File: src/rtl/fifo_pkg.sv
// Shared definitions for the fifo_2048 read-side controller.
//   DefDataWidth / DefDepth : default word width and attached FIFO depth
//   cnt_width()             : width of burst-length and word counters
//   state_t                 : burst controller FSM encoding
package fifo_pkg;

  localparam int DefDataWidth = 16;
  localparam int DefDepth     = 2048;

  // One extra bit so a full-depth count (Depth itself) is representable.
  function automatic int cnt_width(input int depth);
    return $clog2(depth) + 1;
  endfunction

  typedef enum logic [1:0] {
    IDLE = 2'd0,
    RUN  = 2'd1,
    DONE = 2'd2
  } state_t;

endpackage

File: src/rtl/fifo_burst_reader_skid_buf2.sv
// skid_buf2: 2-entry register FIFO that absorbs the FIFO read latency.
//   clk, rst : clock, synchronous active-high reset (clears contents)
//   wr_en    : push wr_data (ignored when full unless popping same cycle)
//   rd_en    : pop the head entry (ignored when empty)
//   rd_data  : head entry (entry 0)
//   occ      : number of valid entries, 0..2
module skid_buf2 #(
  parameter int W = 16
) (
  input  logic         clk,
  input  logic         rst,
  input  logic         wr_en,
  input  logic [W-1:0] wr_data,
  input  logic         rd_en,
  output logic [W-1:0] rd_data,
  output logic [1:0]   occ
);

  logic [W-1:0] ent0;
  logic [W-1:0] ent1;
  logic [1:0]   occ_q;
  logic         do_rd;
  logic         do_wr;

  assign do_rd   = rd_en & (occ_q != 2'd0);
  assign do_wr   = wr_en & ((occ_q != 2'd2) | do_rd);
  assign rd_data = ent0;
  assign occ     = occ_q;

  always_ff @(posedge clk) begin
    if (rst) begin
      ent0  <= '0;
      ent1  <= '0;
      occ_q <= 2'd0;
    end else begin
      case ({do_wr, do_rd})
        2'b10: begin
          if (occ_q == 2'd0) ent0 <= wr_data;
          else               ent1 <= wr_data;
          occ_q <= occ_q + 2'd1;
        end
        2'b01: begin
          ent0  <= ent1;
          occ_q <= occ_q - 2'd1;
        end
        2'b11: begin
          // Pop and push together: the new word lands right behind the
          // surviving entry, so occupancy is unchanged.
          if (occ_q == 2'd1) begin
            ent0 <= wr_data;
          end else begin
            ent0 <= ent1;
            ent1 <= wr_data;
          end
        end
        default: ;
      endcase
    end
  end

endmodule

File: src/rtl/fifo_burst_reader.sv
// fifo_burst_reader: drains burst_len words from fifo_2048 onto a
// valid/ready stream.
//   start/burst_len      : command pulse, accepted only in IDLE
//   busy/done            : busy from accepted start through the done pulse
//   fifo_empty/fifo_rd/fifo_data : FIFO read port, data valid 1 cycle after rd
//   m_valid/m_ready/m_data/m_last : output stream
//   sent_cnt             : words accepted downstream in current/last burst
//   state_dbg            : current FSM state
// Handshake: a word transfers on any rising edge where m_valid & m_ready;
// once m_valid is high, m_valid/m_data/m_last hold until that transfer.
module fifo_burst_reader
  import fifo_pkg::*;
#(
  parameter int DataWidth = DefDataWidth,
  parameter int Depth     = DefDepth,
  parameter int CntWidth  = cnt_width(Depth)
) (
  input  logic                 clk,
  input  logic                 rst,
  input  logic                 start,
  input  logic [CntWidth-1:0]  burst_len,
  output logic                 busy,
  output logic                 done,
  input  logic                 fifo_empty,
  output logic                 fifo_rd,
  input  logic [DataWidth-1:0] fifo_data,
  output logic                 m_valid,
  input  logic                 m_ready,
  output logic [DataWidth-1:0] m_data,
  output logic                 m_last,
  output logic [CntWidth-1:0]  sent_cnt,
  output logic [1:0]           state_dbg
);

  state_t              state;
  state_t              state_nxt;
  logic [CntWidth-1:0] rd_left;
  logic [CntWidth-1:0] out_left;
  logic                inflight;
  logic [1:0]          occ;
  logic                pop;
  logic [2:0]          level;

  assign pop = m_valid & m_ready;

  // Occupancy the buffer will have once the in-flight word lands and this
  // cycle's pop leaves; a new read is allowed only if a slot stays free.
  // pop implies occ>=1, so the subtraction cannot wrap.
  assign level = {1'b0, occ} + {2'b0, inflight} - {2'b0, pop};

  assign fifo_rd = ~rst & (state == RUN) & ~fifo_empty &
                   (rd_left != '0) & (level < 3'd2);

  skid_buf2 #(.W(DataWidth)) u_skid (
    .clk     (clk),
    .rst     (rst),
    .wr_en   (inflight),
    .wr_data (fifo_data),
    .rd_en   (pop),
    .rd_data (m_data),
    .occ     (occ)
  );

  assign m_valid   = (occ != 2'd0);
  assign m_last    = m_valid & (out_left == CntWidth'(1));
  assign busy      = (state == RUN) | (state == DONE);
  assign done      = (state == DONE);
  assign state_dbg = state;

  always_comb begin
    state_nxt = state;
    case (state)
      IDLE: if (start) state_nxt = (burst_len == '0) ? DONE : RUN;
      RUN:  if (pop && (out_left == CntWidth'(1))) state_nxt = DONE;
      DONE: state_nxt = IDLE;
      default: state_nxt = IDLE;
    endcase
  end

  always_ff @(posedge clk) begin
    if (rst) begin
      state    <= IDLE;
      rd_left  <= '0;
      out_left <= '0;
      sent_cnt <= '0;
      inflight <= 1'b0;
    end else begin
      state    <= state_nxt;
      inflight <= fifo_rd;
      if ((state == IDLE) && start) begin
        rd_left  <= burst_len;
        out_left <= burst_len;
        sent_cnt <= '0;
      end else begin
        if (fifo_rd) rd_left <= rd_left - CntWidth'(1);
        if (pop) begin
          out_left <= out_left - CntWidth'(1);
          sent_cnt <= sent_cnt + CntWidth'(1);
        end
      end
    end
  end

endmodule

File: config.mk
export PLATFORM = sky130hd
export DESIGN_NAME = fifo_burst_reader
export DESIGN_NICKNAME = d
export VERILOG_FILES = /design/src/rtl/fifo_pkg.sv /design/src/rtl/fifo_burst_reader_skid_buf2.sv /design/src/rtl/fifo_burst_reader.sv
export SDC_FILE = /design/constraint.sdc
export NUM_CORES = 1
export LEC_CHECK = 0
export BUFFER_PORTS_ARGS = -buffer_cell sky130_fd_sc_hd__buf_4
export CAP_MARGIN = 20
export CELL_PAD_IN_SITES_DETAIL_PLACEMENT = 1
export CELL_PAD_IN_SITES_GLOBAL_PLACEMENT = 1
export CORE_UTILIZATION = 46
export CTS_BUF_LIST = sky130_fd_sc_hd__clkbuf_4
export CTS_CLUSTER_DIAMETER = 30
export DETAILED_ROUTE_END_ITERATION = 16
export HOLD_SLACK_MARGIN = 0.08
export PLACE_DENSITY = 0.86
export SYNTH_ARGS = -nofsm -noshare
export SYNTH_HDL_FRONTEND = slang
export SYNTH_SLANG_ARGS = --single-unit
File: constraint.sdc
create_clock -name clk -period 6.08 [get_ports clk]
set_clock_uncertainty 0.05 [all_clocks]
set_input_delay 1.216 -clock clk [delete_from_list [all_inputs] [get_ports clk]]
set_output_delay 1.216 -clock clk [all_outputs]
set_load 0.005 [all_outputs]
# Word level (Yosys, flattened, before mapping)
# Index checks and enable logic that the tools add are counted.
[totals] regBits=73 word_cells=72 in_bits=33 output_inout_bits=35
[classes] muxes=15 addsub=7 magnitude_cmp=1 n_bitwise=12 n_reduce_logical=16 n_eq_ne=13
[op_table] op="16-bit two-way mux" n=4
[op_table] op="12-bit two-way mux" n=4
[op_table] op="16-bit case mux with 3 select lines" n=1
[op_table] op="16-bit case mux with 2 select lines" n=1
[op_table] op="12-bit by 1-bit subtractor with 12-bit output (second input constant)" n=2
[op_table] op="12-bit by 1-bit adder with 12-bit output (second input constant)" n=1
[op_table] op="12-bit by 1-bit == test with 1-bit output (second input constant)" n=1
[op_table] op="12-bit logical NOT" n=1
[op_table] op="12-bit nonzero test" n=1
[op_table] op="2-bit nonzero test" n=5
[op_table] op="1-bit bitwise AND" n=8
[op_table] op="2-bit inequality test (second input constant)" n=4
[op_table] op="2-bit case mux with 2 select lines" n=2
[op_table] op="2-bit by 1-bit == test with 1-bit output (second input constant)" n=3
[op_table] op="2-bit == test (second input constant)" n=3
[op_table] op="2-bit two-way mux" n=3
[op_table] op="2-bit logical NOT" n=2
[op_table] op="2-bit by 1-bit inequality test with 1-bit output (second input constant)" n=2
[op_table] op="2-bit AND reduction" n=2
[op_table] op="2-bit by 1-bit adder with 3-bit output" n=1
[op_table] op="3-bit by 2-bit < comparator with 1-bit output (second input constant)" n=1
[op_table] op="3-bit AND reduction" n=1
[op_table] op="3-bit nonzero test" n=1
[op_table] op="3-bit by 1-bit subtractor with 3-bit output" n=1
[op_table] op="6 further kinds" n=9

# Depth between registers and ports, before layout
# Gate-level depths: netlist of the first run.
[logic_depth] ltp_word=8 mapped_depth=12 mapped_depth_nobuf=11

# Cells and area by module
# A second synthesis of the first run with hierarchy kept.
[unflattened] hier_cells=419 hier_area_um2=3728.6
[modules_own_cells] module="fifo_burst_reader" cells_each=253 instances=1 seq_area_each_um2=780.7 area_per_inst_um2=2149.6
[modules_own_cells] module="skid_buf2" cells_each=166 instances=1 seq_area_each_um2=680.7 area_per_inst_um2=1579.0

# Worst setup path after synthesis of the first run
# Ideal clock, no wire load.
[synth_path] path_type="input-to-output" start="in m_ready" end="out fifo_rd" arrival_time_ns=3.161 n_path_buf=1 path_stages=9 t_required_ns=4.814 slack_ns=1.653 path_cell_list="nand2b_1 > inv_1 > clkbuf_1 > ha_1 > nand2b_1 > fa_1 > and4bb_2 > nand2_1 > nor2_1"
[synth_via] elab_chain_cells=4
[synth_lines] element="start: declaration" line="fifo_burst_reader.sv:28" text="input logic m_ready,"
[synth_lines] element="1-bit bitwise AND" line="fifo_burst_reader.sv:44" text="assign pop = m_valid & m_ready;"
[synth_lines] element="named net pop" line="fifo_burst_reader.sv:41" text="logic pop;"
[synth_lines] element="3-bit by 1-bit subtractor with 3-bit output" line="fifo_burst_reader.sv:49" text="assign level = {1'b0, occ} + {2'b0, inflight} - {2'b0, pop};"
[synth_lines] element="3-bit by 2-bit < comparator with 1-bit output" line="fifo_burst_reader.sv:52" text="(rd_left != '0) & (level < 3'd2);"
[synth_lines] element="1-bit bitwise AND" line="fifo_burst_reader.sv:52"
[synth_lines] element="end: declaration" line="fifo_burst_reader.sv:25" text="output logic fifo_rd,"
# The timed path passes the listed nets, and every way through them passes these cells.

# Final worst setup path of the first run
[layout_path] start="reg u_skid.occ_q[1], in the netlist u_skid.occ[1]" end="out fifo_rd"
[layout_via] elab_chain_cells=5 elab_cells_between_ends=6 cone_classes="add/sub (2); order compare (1); bitwise (2); reduce/logical (1)"
[layout_lines] element="start: declaration" line="fifo_burst_reader_skid_buf2.sv:21" text="logic [1:0] occ_q;"
[layout_lines] element="start signal: assignment" line="fifo_burst_reader_skid_buf2.sv:40" text="occ_q <= occ_q + 2'd1;"
[layout_lines] element="start signal: assignment" line="fifo_burst_reader_skid_buf2.sv:44" text="occ_q <= occ_q - 2'd1;"
[layout_lines] element="branches (longest 2 deep; another with 2-bit by 1-bit adder with 3-bit output)"
[layout_lines] element="3-bit by 1-bit subtractor with 3-bit output *" line="fifo_burst_reader.sv:49"
[layout_lines] element="3-bit by 2-bit < comparator with 1-bit output *" line="fifo_burst_reader.sv:52"
[layout_lines] element="1-bit bitwise AND *" line="fifo_burst_reader.sv:52"
# Every way passes the cells marked *.

==> results_dict.tcl, run 1 <==
set metrics [dict create \
    max_freq_mhz 204 \
    start_util_pct 48.3 \
    cts.hold.buffers_added 0 \
    synth_area_leaders "dfxtp_1 41%, mux2i_1 9.6%, nor2_1 5.9%" \
    swShare_pct 37.5 \
    intPower_mw 0.900 \
    syn_inst 395 \
    irDropWorstVdd_mv 0.164 \
    dieHeight_um 89.9 \
    nets 503 \
    holdPathEnd "u_skid.rd_data[9]" \
    drcViolationCount 0 \
    min_period_ps 4910 \
    fill_cells 876 \
    cts_resized 0 \
    slew_violations 0 \
    r2r_slack_ps 2360 \
    core-area_um2 7370 \
    final.setup.tns_ps 0 \
    cp.required_ps 4810 \
    hold_violations 0 \
    yosysSeqAreaShare_pct 41.1 \
    status "finished clean" \
    area_delta_synth_final_pct 19.3 \
    netlist_area_um2 3560 \
    antenna_found_initial 0 \
    power.leakage_nw 1.87 \
    ys_async_sr_fraction_pct 0 \
    power.switching_mw 0.540 \
    post-route-period-util_pct 80.7 \
    ys_ff_latch 73 \
    clockPowerShare_pct 17.8 \
    clkSinkCount 73 \
    critPathArrivalTime_ps 3640 \
    r2r-start "u_skid.occ[1]" \
    drt_iter0_drc 84 \
    overflow 0 \
    path_max_fanout 11 \
    antenna_cells 0 \
    synth_flop_cell "dfxtp_1" \
    path_clk_slew_ps 110 \
    wl_per_cell_um 16.0 \
    tightest_slew_ps 1060 \
    htreeDepth 3 \
    synth_edf_count 0 \
    io_pins 68 \
    grt_use_total_pct 23.2 \
    clk_latency_ps 410 \
    tritoncts "yes" \
    comb_power_share_pct 38.7 \
    powerDensity_nw_per_um2 339 \
    cts_max_path_buffers 2 \
    rr_worst_depth 11 \
    multiInputGateArea_um2 1980 \
    setup_viol 0 \
    firstDrtPassIters 4 \
    clock-root-buffer "clkbuf_4" \
    rsz0062_at_grt "false" \
    rows 31 \
    numCtsBuffers 9 \
    reg2reg_to "rd_left[6]" \
    grt_max_degree 57 \
    io_buffers 67 \
    routed_wl_um 8960 \
    ys.warnings.count 0 \
    synth.distinct_cells 53 \
    final_layout_size_suffix_gt1_share_pct 20.8 \
    maxSlewHeadroom_pct 29.4 \
    hold_class "register to register" \
    maxCapViolCount 0 \
    synth_top_area_cell "dfxtp_1" \
    netlist.area_leader.share_pct 41.1 \
    grt_pass1_vias 3254 \
    antenna_left 0 \
    die_w_um 89.9 \
    vias_per_cell 5.67 \
    vias 3180 \
    cts_setup_buffers 0 \
    avgSynthCellArea_um2 9.01 \
    min_path_cells 2 \
    register_area_um2 1460 \
    gp_congestion 0.801 \
    holdCritStartpoint "u_skid.rd_data[9]" \
    finalPower_mw 1.44 \
    pwr-share-seq_pct 43.5 \
    grt_pass1_wl_um 15300 \
    synth_nets 441 \
    dp_hpwl_um 6570 \
    die-area_um2 8090 \
    worst_hold_slack_ps 459 \
    crit_type "register to primary output" \
    startpoint_type "register" \
    cp-end-kind "primary output" \
]
-- worst max-delay path by stage --
stage	slack, ps	from	to	cells past startpoint
after floorplan	1650	m_ready	fifo_rd	9
after global placement	1360	m_ready	fifo_rd	10
after detailed placement	1210	m_ready	fifo_rd	10
after CTS	1120	u_skid.occ[1]	fifo_rd	11
after global routing	850	u_skid.occ[1]	fifo_rd	11
final	1170	u_skid.occ[1]	fifo_rd	11
-- logic make-up (layout without fill, tap and decap cells) --
kind of cell             count (synthesis)  after routing  synth area share (%)
AND/OR/NAND/NOR                        144            144                  20.9
AO/OA/AOI/OAI                           79             79                  15.3
flip-flops                              73             73                  41.1
multiplexers                            34             34                  9.57
buffers and inverters                   32             99                  3.45
XOR/XNOR                                20             20                  4.92
adder cells (fa/ha/maj)                 13             13                  4.78
-- worst max-delay path, cell delays in order (launching register included) --
cell and delay [ps]:
dfxtp_1 480, inv_1 110, ha_1 250, nand2b_1 270
inv_1 320, ha_1 300, nand2b_1 160, fa_1 390
xnor2_1 350, nand2_1 250, nor2_1 210, buf_4 140
-- stage by stage --
| stage | utilization, % | cells | instance area [um^2] | setup WS [ps] |
|---|---|---|---|---|
| finish | 57.6 | 561 | 4240 | 1170 |
| global route | 57.6 | 561 | 4240 | 846 |
| CTS | 57.6 | 561 | 4240 | 1120 |
| detailed placement | 56.1 | 545 | 4130 | 1210 |
| global placement | 56.1 | 545 | 4130 | 1360 |
| floorplan | - | 395 | 3560 | 1650 |
-- per-layer routing --
metal | up-vias | track usage (%) | wire, um
li1 | 1550 | - | -
met1 | 1548 | 27.4 | 3960
met2 | 64 | 40.7 | 4390
met3 | 18 | 4.57 | 382
met4 | 0 | 10.2 | 233
met5 | - | 0 | 0
-- flip-flops by register name (all words and copies together) (netlist names) --
register        cells
u_skid.ent1        16
u_skid.rd_data     16
out_left           12
rd_left            12
sent_cnt           12
state_dbg           2
u_skid.occ          2
inflight            1
-- synthesized netlist by cell type (all sizes together), types with 8 or more instances --
library cell,number
o21ai,12
a21oi,14
xnor2,8
nor2,56
nor4,9
mux2i,34
a211oi,19
clkbuf,14
xor2,12
ha,12
a31oi,10
inv,14
o21bai,9
nand3,10
dfxtp,73
nand2,23
-- power by group through the flow --
stage          sequential, mW  combinational [mW]  clock, mW
2_1_floorplan           0.626               0.358          0
3_3_place_gp            0.631               0.530          0
3_5_place_dp            0.635               0.559          0
4_1_cts                 0.626               0.562      0.268
5_1_grt                 0.639               0.619      0.287
6_report                0.626               0.558      0.257
-- cell usage in the layout, fill, tap and decap left out, drive strengths merged, types with 2 or more instances in the layout --
cell type / instances
a211oi: 19
a21oi: 14
a31oi: 10
and2: 3
and3b: 2
and4: 2
and4bb: 2
buf: 69
clkbuf: 10
clkinv: 4
clkinvlp: 2
dfxtp: 73
ha: 12
inv: 14
mux2i: 34
nand2: 23
nand2b: 4
nand3: 10
nand4: 6
nor2: 56
nor3: 5
nor3b: 2
nor4: 9
o21ai: 12
o21bai: 9
o31ai: 3
or3: 5
or4: 7
or4b: 2
xnor2: 8
xor2: 12
-- final cells by class --
class	instances	share of cell area [%]
clock inverters	6	0.826
inverters	14	1.24
clock buffers	10	1.77
flip-flops and latches	73	34.4
multi-input cells	290	46.6
repair buffers	69	12.2
well taps	99	2.92
(Power assumes the default switching activity.)
==> run 2, diff against run 1 <==
--- a/config.mk
+++ b/config.mk
@@ -9,12 +9,12 @@
 export CAP_MARGIN = 20
 export CELL_PAD_IN_SITES_DETAIL_PLACEMENT = 1
 export CELL_PAD_IN_SITES_GLOBAL_PLACEMENT = 1
-export CORE_UTILIZATION = 46
+export CORE_UTILIZATION = 43
 export CTS_BUF_LIST = sky130_fd_sc_hd__clkbuf_4
 export CTS_CLUSTER_DIAMETER = 30
 export DETAILED_ROUTE_END_ITERATION = 16
 export HOLD_SLACK_MARGIN = 0.08
-export PLACE_DENSITY = 0.86
+export PLACE_DENSITY = 0.81
 export SYNTH_ARGS = -nofsm -noshare
 export SYNTH_HDL_FRONTEND = slang
 export SYNTH_SLANG_ARGS = --single-unit
==> constraint.sdc (replaced) <==
create_clock -name clk -period 5 [get_ports clk]
set_clock_uncertainty 0.05 [all_clocks]
set_input_delay 1 -clock clk [delete_from_list [all_inputs] [get_ports clk]]
set_output_delay 1 -clock clk [all_outputs]
set_load 0.005 [all_outputs]
==> results_dict.tcl, run 2 (synthesis results as in run 1) <==
set metrics [dict create \
    routed_wl_um 8940 \
    grt_pass1_vias 3178 \
    register_area_um2 1460 \
    cp_slowest_cell "dfxtp_1" \
    cpPeakStageDelay_ps 490 \
    endpoint "fifo_rd" \
    die-area_um2 8640 \
    firstDrtPassIters 4 \
    tightest_slew_ps 1050 \
    layout_commonest_cell "dfxtp_1" \
    rr_worst_depth 11 \
    crit_start "u_skid.occ[1]" \
    slew_violations 0 \
    path_clk_slew_ps 130 \
    final.setup.tns_ps 0 \
    io_buffers 67 \
    hold_class "register to register" \
    worst-path-stages 11 \
    drcViolationCount 0 \
    io_pins 68 \
    drt_iter0_drc 75 \
    final_cell_mix "73 x dfxtp_1, 69 x buf_4, 56 x nor2_1" \
    vias_per_cell 5.52 \
    hold_violations 0 \
    antenna_left 0 \
    maxSlewHeadroom_pct 29.7 \
    finalPower_mw 1.85 \
    wl_per_cell_um 15.9 \
    antenna_cells 0 \
    path_max_fanout 11 \
    nets 503 \
    min_path_cells 2 \
    reg2reg_to "rd_left[6]" \
    status "finished clean" \
    place_area_um2 4140 \
    r2r-start "u_skid.occ[1]" \
    fin_ws_ps 329 \
    min_period_ps 4670 \
    gp_congestion 0.804 \
    setup_viol 0 \
    start_util_pct 45.3 \
    clk_latency_ps 420 \
    powerDensity_nw_per_um2 430 \
    maxCapViolCount 0 \
    grt_max_degree 57 \
    cts_setup_buffers 0 \
    dieHeight_um 93.0 \
    dp_slack_ps 609 \
    fill_cells 939 \
    r2r_slack_ps 1270 \
    crit_chain "inv_1 -> ha_1 -> nand2b_1 -> inv_1 -> ha_1 -> nand2b_1 -> fa_1 -> and4bb_2 -> nand2_1 -> nor2_1 -> buf_4" \
    grt_pass1_wl_um 14800 \
    max_freq_mhz 214 \
    multiInputGateArea_um2 1980 \
    cp-end-kind "primary output" \
    rows 32 \
    cts_max_path_buffers 2 \
    post-route-period-util_pct 93.4 \
    tritoncts "yes" \
    power.leakage_nw 1.89 \
    startpoint_type "register" \
    dp_hpwl_um 6590 \
    critPathArrivalTime_ps 3620 \
    crit_type "register to primary output" \
    overflow 0 \
    vias 3113 \
    htreeDepth 3 \
    antenna_found_initial 0 \
    area_delta_synth_final_pct 20.9 \
    cts_resized 0 \
    critPathTopFamily "simple AND/OR/NAND/NOR gates" \
    cts.hold.buffers_added 0 \
    rsz0062_at_grt "false" \
    critPathBufInv 3 \
    clkSinkCount 73 \
    grt_use_total_pct 21.9 \
    cp.required_ps 3950 \
    die_w_um 93.0 \
    core-area_um2 7850 \
    utilization_pct 54.8 \
    final_layout_size_suffix_gt1_share_pct 20.8 \
    finalInstanceArea_um2 4300 \
    numCtsBuffers 9 \
    clock-root-buffer "clkbuf_4" \
    irDropWorstVdd_mv 0.235 \
]
run 2: cell types whose count changed in the layout (fill, tap and decap cells not counted):
cell	change
clkbuf_4	-1
bufinv_16	+2
clkinv_4	+2
clkinv_2	-2
clkinvlp_4	-1
run 2: cell type report:
class / instances / share of cell area [%]
Clock buffer: 9 / 1.57
Clock inverter: 7 / 2.21
Inverter: 14 / 1.22
Multi-Input combinational cell: 290 / 46.0
Sequential cell: 73 / 34.0
Tap cell: 102 / 2.97
Timing Repair Buffer: 69 / 12.0
run 2: where the power goes:
group	internal [mW]	total (mW)	switching, mW
Combinational	0.309	0.667	0.358
Clock	0.202	0.421	0.218
Sequential	0.680	0.761	0.0815
Total	1.19	1.85	0.657
run 2: worst register-to-register path, cell delays in order, from the launching register on:
cell	delay [ps]
dfxtp_1	490
inv_1	110
ha_1	270
nand2b_1	270
inv_1	340
ha_1	300
nand2b_1	160
fa_1	490
and4bb_2	270
nand4_1	230
or3b_2	520
a31oi_1	160
run 2: how the worst min path moves through the flow:
stage          slack (ps)         start           end
6_report              450  sent_cnt[11]  sent_cnt[11]
5_1_grt               470   rd_left[11]   rd_left[11]
4_1_cts               450   rd_left[11]   rd_left[11]
3_5_place_dp          430   rd_left[11]   rd_left[11]
3_3_place_gp          420  sent_cnt[11]  sent_cnt[11]
2_1_floorplan         410   rd_left[11]   rd_left[11]
run 2: stage by stage:
stage	std cells	hold WS [ps]
2_1_floorplan	395	406
3_3_place_gp	548	415
3_5_place_dp	548	433
4_1_cts	564	452
5_1_grt	564	472
6_report	564	453
run 2: layer usage:
| layer | GRT usage [%] | up-vias | part of all wire [%] |
|---|---|---|---|
| met3 | 5.50 | 15 | 3.7 |
| met1 | 24.3 | 1487 | 44 |
| li1 | - | 1557 | - |
| met4 | 8.72 | 0 | 2.2 |
| met2 | 39.6 | 54 | 50 |
| met5 | 0 | - | 0 |
